==> src/rtl/uart_tx_ctrl.sv <==
// UART transmit sequencing controller.
// Owns baud timing and frame sequencing (start, 8 data bits LSB first, stop)
// and drives load/shift strobes to an external 8-bit TX shift register whose
// serial output is muxed onto the line during start and data bits.
module uart_tx_ctrl #(
    parameter int CLKS_PER_BIT = 868,
    parameter int STOP_BITS    = 1
) (
    input  logic       clk,
    input  logic       reset,
    input  logic       tx_valid,
    input  logic [7:0] tx_data,
    output logic       tx_ready,
    output logic       tx_done,
    output logic       busy,
    output logic       sr_load,
    output logic       sr_shift,
    output logic [7:0] sr_data,
    input  logic       sr_y,
    output logic       tx
);

    localparam int STOP_CLKS = CLKS_PER_BIT * STOP_BITS;
    localparam int CW        = (STOP_CLKS > 1) ? $clog2(STOP_CLKS) : 1;

    localparam logic [CW-1:0] BIT_LAST  = CW'(CLKS_PER_BIT - 1);
    localparam logic [CW-1:0] STOP_LAST = CW'(STOP_CLKS - 1);

    typedef enum logic [1:0] {
        IDLE  = 2'd0,
        START = 2'd1,
        DATA  = 2'd2,
        STOP  = 2'd3
    } state_e;

    state_e        state_q;
    logic [CW-1:0] baud_cnt_q;
    logic [2:0]    bit_cnt_q;
    logic          busy_q;

    logic accept;
    logic bit_end;
    logic stop_end;

    // Reset is folded into accept so no load strobe can escape while the
    // controller is held in reset with tx_valid high.
    assign accept   = reset && tx_valid && !busy_q;
    assign bit_end  = (baud_cnt_q == BIT_LAST);
    assign stop_end = (baud_cnt_q == STOP_LAST);

    // Frame sequencer: state, baud counter, bit index and registered busy flag.
    always_ff @(posedge clk or negedge reset) begin
        if (!reset) begin
            state_q    <= IDLE;
            baud_cnt_q <= '0;
            bit_cnt_q  <= '0;
            busy_q     <= 1'b0;
        end else begin
            unique case (state_q)
                IDLE: begin
                    if (accept) begin
                        state_q    <= START;
                        baud_cnt_q <= '0;
                        busy_q     <= 1'b1;
                    end
                end
                START: begin
                    if (bit_end) begin
                        state_q    <= DATA;
                        baud_cnt_q <= '0;
                        bit_cnt_q  <= '0;
                    end else begin
                        baud_cnt_q <= baud_cnt_q + 1'b1;
                    end
                end
                DATA: begin
                    if (bit_end) begin
                        baud_cnt_q <= '0;
                        if (bit_cnt_q == 3'd7) begin
                            state_q <= STOP;
                        end else begin
                            bit_cnt_q <= bit_cnt_q + 3'd1;
                        end
                    end else begin
                        baud_cnt_q <= baud_cnt_q + 1'b1;
                    end
                end
                STOP: begin
                    if (stop_end) begin
                        state_q    <= IDLE;
                        baud_cnt_q <= '0;
                        busy_q     <= 1'b0;
                    end else begin
                        baud_cnt_q <= baud_cnt_q + 1'b1;
                    end
                end
                default: begin
                    state_q    <= IDLE;
                    baud_cnt_q <= '0;
                    busy_q     <= 1'b0;
                end
            endcase
        end
    end

    // Host handshake and status.
    assign tx_ready = !busy_q;
    assign busy     = busy_q;
    assign tx_done  = (state_q == STOP) && stop_end;

    // Shift register strobes: load on accept; shift at the end of the start
    // bit and of data bits 0..6 (bit 7 stays on the line until stop).
    assign sr_load  = accept;
    assign sr_data  = accept ? tx_data : 8'h00;
    assign sr_shift = bit_end && ((state_q == START) ||
                                  ((state_q == DATA) && (bit_cnt_q != 3'd7)));

    // Line mux: register output during start/data, idle/stop level otherwise.
    assign tx = ((state_q == START) || (state_q == DATA)) ? sr_y : 1'b1;

endmodule

==> config.mk <==
export PLATFORM = sky130hd
export DESIGN_NAME = uart_tx_ctrl
export DESIGN_NICKNAME = d
export VERILOG_FILES = /design/src/rtl/uart_tx_ctrl.sv
export SDC_FILE = /design/constraint.sdc
export NUM_CORES = 1
export LEC_CHECK = 0
export ABC_AREA = 0
export BUFFER_PORTS_ARGS = -buffer_cell sky130_fd_sc_hd__buf_2
export CAP_MARGIN = 10
export CORE_UTILIZATION = 30
export CTS_BUF_LIST = sky130_fd_sc_hd__clkbuf_2
export CTS_CLUSTER_SIZE = 8
export DETAILED_ROUTE_END_ITERATION = 12
export SYNTH_ARGS = -nofsm -noshare
export SYNTH_HDL_FRONTEND = slang
export SYNTH_SLANG_ARGS = --single-unit
export TNS_END_PERCENT = 5
==> constraint.sdc <==
create_clock -name clk -period 5.6 [get_ports clk]
set_clock_uncertainty 0.1 [all_clocks]
set_input_delay 1.12 -clock clk [delete_from_list [all_inputs] [get_ports clk]]
set_output_delay 1.12 -clock clk [all_outputs]
set_load 0.1 [all_outputs]
==> out/summary.md <==
The setup check on the worst reg-to-reg path leaves a slack of 3.43 ns. The sum of routed wire length over all layers is 2264 um, and the worst-case reg-to-reg path depth is 5. The part of the cycle the worst path needs works out to 0.6548.

In this run the static leakage power is 0.0006140 uW. The synthesized design spends more area on one cell type than any other, namely sky130_fd_sc_hd__dfrtp_1. The initial antenna violation count was 0.

Once detailed placement completed, the half-perimeter wirelength came to 1737 um. For the register area share after synthesis, the log shows 0.3624. The maximum number of pins on one net before global-route repair was 18; the depth of the CTS H-tree was 1. Class of the worst hold path: reg2reg. The critical path is of the in2out type. The ratio of routed vias to standard cells was 4.978. The combined global-route utilization of all metal layers was 0.1308; the global-route wire length before repair was 4146 um. The critical path starts at reset.

Routability-driven placement finished with a final weighted congestion of 0.7930. The overflow left after global routing came out at 0. Before antenna repair, the detailed router went through 4 iterations. The worst path needs 3.667 ns of the cycle, external delays included. The worst setup path is launched from a primary input. The starting density of the core was 0.3210.

The highest ir drop seen on vdd is 0.07289 mV. TritonCTS built the clock tree. Timing analysis after detailed placement gives a worst setup slack of 1.889 ns. The tools report the final number of hold-violating endpoints as 0. The net count of the finished layout is 160.

The final total negative setup slack was 0 ns; the clock latency on the worst-skew pair was 0.28 ns. The run gives 21 as the standard-cell row count. The setup-violating endpoint count in the final report is 0, and the data arrival time of the critical path is 2.45 ns.

The run gives 3 as the total CTS buffers. In this run the worst setup path terminates at sr_data[7]. The slack of the critical path is 1.933 ns. After detailed routing, the number of remaining DRC violations is 0. Worst slew slack as a fraction of its limit: 0.5291. The run finished with clean final reports. For the violation count after the first detailed-route iteration, the log shows 64. The power density relative to cell area was 136.4 mW/mm^2. The final count of pins violating max slew is 0, and the relative area change from synthesis to final layout is 15.40%.

STA classifies the critical path endpoint as an output port. Setup repair after global routing left no endpoint under its margin. 0 antenna diodes ended up in the layout. 26 I/O pins were placed.

In this run, post-CTS hold repair placed 0 buffers. In this run the critical register-to-register path is launched from state_q[0]$_DFFE_PN0P_. The floorplan die height is 62.69 um.

Clock tree synthesis found a total of 16 sinks. Summing over every cut layer, the via total after detailed routing is 916. Dividing the detail-routed wire length by the instance count gives 12.30 um. The fraction of final layout cells sized beyond drive strength 1 is 0.2754. Post-CTS clock slew at the launch and capture registers of the worst setup and hold paths: 0.14 ns.

The area share of the largest cell type after synthesis came out at 0.3624. Gates resized during post-CTS repair numbered 0. The number of distinct library cells after synthesis is 37. During synthesis, Yosys emitted a total of 0 warnings. During placement, the flow inserted port buffers numbering 25. The logs give 4.38 ns for the data required time of the critical path and 0 for the number of nets still failing antenna checks after routing.

After synthesis the netlist holds a flip-flop and latch count of 16. From left edge to right edge, the die measures 62.69 um. The number of nets in the synthesized netlist is 134.

For the pin with the worst max-slew slack, the measured transition is 0.7048 ns. The post-CTS setup buffer count was 0; the area of the placeable core was 0.003442 mm^2. Ranked by total cell area, the synthesized netlist is headed by sky130_fd_sc_hd__dfrtp_1 36%, sky130_fd_sc_hd__ha_1 9.1%, sky130_fd_sc_hd__and2_1 5.1%. Synthesis produced a netlist whose cell count is 114. The tools report the highest attainable clock frequency as 272.7 MHz. Along the worst path, the maximum fanout reaches 17. Mean post-synth cell area: 9.691 um^2. The tree is rooted in a sky130_fd_sc_hd__clkbuf_2. The die area is 0.003929 mm^2. Synthesized cell area: 0.001105 mm^2.

The reg-to-reg critical path endpoint was state_q[1]$_DFFE_PN0P_. The tool flagged a number of max-cap violations equal to 0. The logs give 884 for the via count of the first global-routing pass and 2 for the deepest clock path buffer count.
[worst min-delay path by stage]
stage | startpoint | cells past startpoint | to
6_report | baud_cnt_q[5]$_DFFE_PN0P_ | 1 | baud_cnt_q[5]$_DFFE_PN0P_
5_1_grt | baud_cnt_q[5]$_DFFE_PN0P_ | 1 | baud_cnt_q[5]$_DFFE_PN0P_
4_1_cts | baud_cnt_q[7]$_DFFE_PN0P_ | 1 | baud_cnt_q[7]$_DFFE_PN0P_
3_5_place_dp | baud_cnt_q[7]$_DFFE_PN0P_ | 1 | baud_cnt_q[7]$_DFFE_PN0P_
3_3_place_gp | baud_cnt_q[5]$_DFFE_PN0P_ | 1 | baud_cnt_q[5]$_DFFE_PN0P_
2_1_floorplan | baud_cnt_q[5]$_DFFE_PN0P_ | 1 | baud_cnt_q[5]$_DFFE_PN0P_
[critical path, stage by stage]
cell and delay [ns]:
sky130_fd_sc_hd__buf_2 0.32, sky130_fd_sc_hd__and3b_1 0.39, sky130_fd_sc_hd__and2_1 0.18, sky130_fd_sc_hd__buf_2 0.42
[stage by stage]
step                utilization  cell area [um^2]  power, uW  hold slack [ns]  cells
detailed placement       0.3660              1260      126.9           0.4210    181
floorplan                     -              1105      120.9           0.3648    114
global route             0.3704              1275      185.4           0.4592    184
global placement         0.3660              1260      126.9           0.3926    181
finish                   0.3704              1275      173.9           0.4271    184
CTS                      0.3704              1275      177.9           0.4404    184
[cell usage in the layout, fill, tap and decap left out]
master | synthesis | routed
sky130_fd_sc_hd__nand3_2 | 1 | 1
sky130_fd_sc_hd__nor4_1 | 1 | 1
sky130_fd_sc_hd__mux2i_1 | 2 | 2
sky130_fd_sc_hd__o311a_1 | 1 | 1
sky130_fd_sc_hd__nand2b_1 | 3 | 3
sky130_fd_sc_hd__inv_1 | 7 | 7
sky130_fd_sc_hd__nand2_1 | 6 | 6
sky130_fd_sc_hd__nand4_1 | 4 | 4
sky130_fd_sc_hd__dfrtp_1 | 16 | 16
sky130_fd_sc_hd__nor2_1 | 5 | 5
sky130_fd_sc_hd__ha_1 | 8 | 8
sky130_fd_sc_hd__nand4_2 | 1 | 1
sky130_fd_sc_hd__mux2_2 | 1 | 1
sky130_fd_sc_hd__and2_1 | 9 | 9
sky130_fd_sc_hd__nor3b_4 | 1 | 1
sky130_fd_sc_hd__o21bai_1 | 1 | 1
sky130_fd_sc_hd__mux2_4 | 1 | 1
sky130_fd_sc_hd__nor2b_1 | 1 | 1
sky130_fd_sc_hd__or3_1 | 3 | 3
sky130_fd_sc_hd__and3_1 | 1 | 1
sky130_fd_sc_hd__nand3b_1 | 1 | 1
sky130_fd_sc_hd__and4bb_4 | 1 | 1
sky130_fd_sc_hd__nand4b_1 | 1 | 1
sky130_fd_sc_hd__a31oi_1 | 3 | 3
sky130_fd_sc_hd__buf_2 | 1 | 25
sky130_fd_sc_hd__and3b_1 | 1 | 1
sky130_fd_sc_hd__or2_2 | 1 | 1
sky130_fd_sc_hd__a31oi_4 | 2 | 2
sky130_fd_sc_hd__o21ai_0 | 9 | 9
sky130_fd_sc_hd__clkbuf_2 | 0 | 3
sky130_fd_sc_hd__a21oi_1 | 8 | 8
sky130_fd_sc_hd__and3_2 | 1 | 1
sky130_fd_sc_hd__nand3_1 | 4 | 4
sky130_fd_sc_hd__a22o_1 | 4 | 4
sky130_fd_sc_hd__a221o_1 | 1 | 1
[flip-flops by register name, summed over array words and instances, names as in the netlist]
signal      cells
bit_cnt_q       3
state_q         2
busy            1
baud_cnt_q     10
[Yosys cell counts]
| master | instances |
|---|---|
| sky130_fd_sc_hd__a21oi_1 | 8 |
| sky130_fd_sc_hd__mux2_4 | 1 |
| sky130_fd_sc_hd__mux2i_1 | 2 |
| sky130_fd_sc_hd__nand3b_1 | 1 |
| sky130_fd_sc_hd__a31oi_4 | 2 |
| sky130_fd_sc_hd__mux2_2 | 1 |
| sky130_fd_sc_hd__or3_1 | 3 |
| sky130_fd_sc_hd__and3b_1 | 1 |
| sky130_fd_sc_hd__and3_2 | 1 |
| sky130_fd_sc_hd__o311a_1 | 1 |
| sky130_fd_sc_hd__nand4_1 | 4 |
| sky130_fd_sc_hd__and4bb_4 | 1 |
| sky130_fd_sc_hd__o21ai_0 | 9 |
| sky130_fd_sc_hd__and2_1 | 9 |
| sky130_fd_sc_hd__a22o_1 | 4 |
| sky130_fd_sc_hd__ha_1 | 8 |
| sky130_fd_sc_hd__nor2_1 | 5 |
| sky130_fd_sc_hd__nor3b_4 | 1 |
| sky130_fd_sc_hd__nand2b_1 | 3 |
| sky130_fd_sc_hd__nand2_1 | 6 |
| sky130_fd_sc_hd__clkbuf_1 | 1 |
| sky130_fd_sc_hd__nand4_2 | 1 |
| sky130_fd_sc_hd__a221o_1 | 1 |
| sky130_fd_sc_hd__buf_4 | 1 |
| sky130_fd_sc_hd__or2_2 | 1 |
| sky130_fd_sc_hd__nor2b_1 | 1 |
| sky130_fd_sc_hd__dfrtp_1 | 16 |
| sky130_fd_sc_hd__o21bai_1 | 1 |
| sky130_fd_sc_hd__nand4b_1 | 1 |
| sky130_fd_sc_hd__inv_1 | 7 |
| sky130_fd_sc_hd__buf_6 | 1 |
| sky130_fd_sc_hd__and3_1 | 1 |
| sky130_fd_sc_hd__nand3_1 | 4 |
| sky130_fd_sc_hd__buf_2 | 1 |
| sky130_fd_sc_hd__a31oi_1 | 3 |
| sky130_fd_sc_hd__nor4_1 | 1 |
| sky130_fd_sc_hd__nand3_2 | 1 |
[cells by family after synthesis]
kind of cell | count (synthesis) | share of synthesized area
fa+ha+maj | 8 | 0.09060
simple gates | 46 | 0.2673
buf+inv | 11 | 0.04870
flops | 16 | 0.3624
compound gates | 29 | 0.1891
mux | 4 | 0.04190
[where the power goes]
part	switching [uW]	internal (uW)	leakage [uW]
logic	5.84	3.07	0.000413
registers	0	116	0.000188
clock network	34.8	14.6	0.0000125
total	40.7	133	0.000614
[metal layers]
layer  up-vias  track usage  wire, um
met2        11       0.2160      1122
met5         -            0         0
li1        462            -         -
met1       443       0.1719      1074
met4         0      0.01453         0
met3         0      0.04015        66
[final cells by class]
class,count,area (um^2)
fillers,355,2167
multi-input cells,87,650.6
flip-flops and latches,16,400.4
repair buffers,25,125.1
well taps,46,57.56
inverters,7,26.28
clock buffers,3,15.01
No activity file was read; power rests on OpenSTA's default activity.
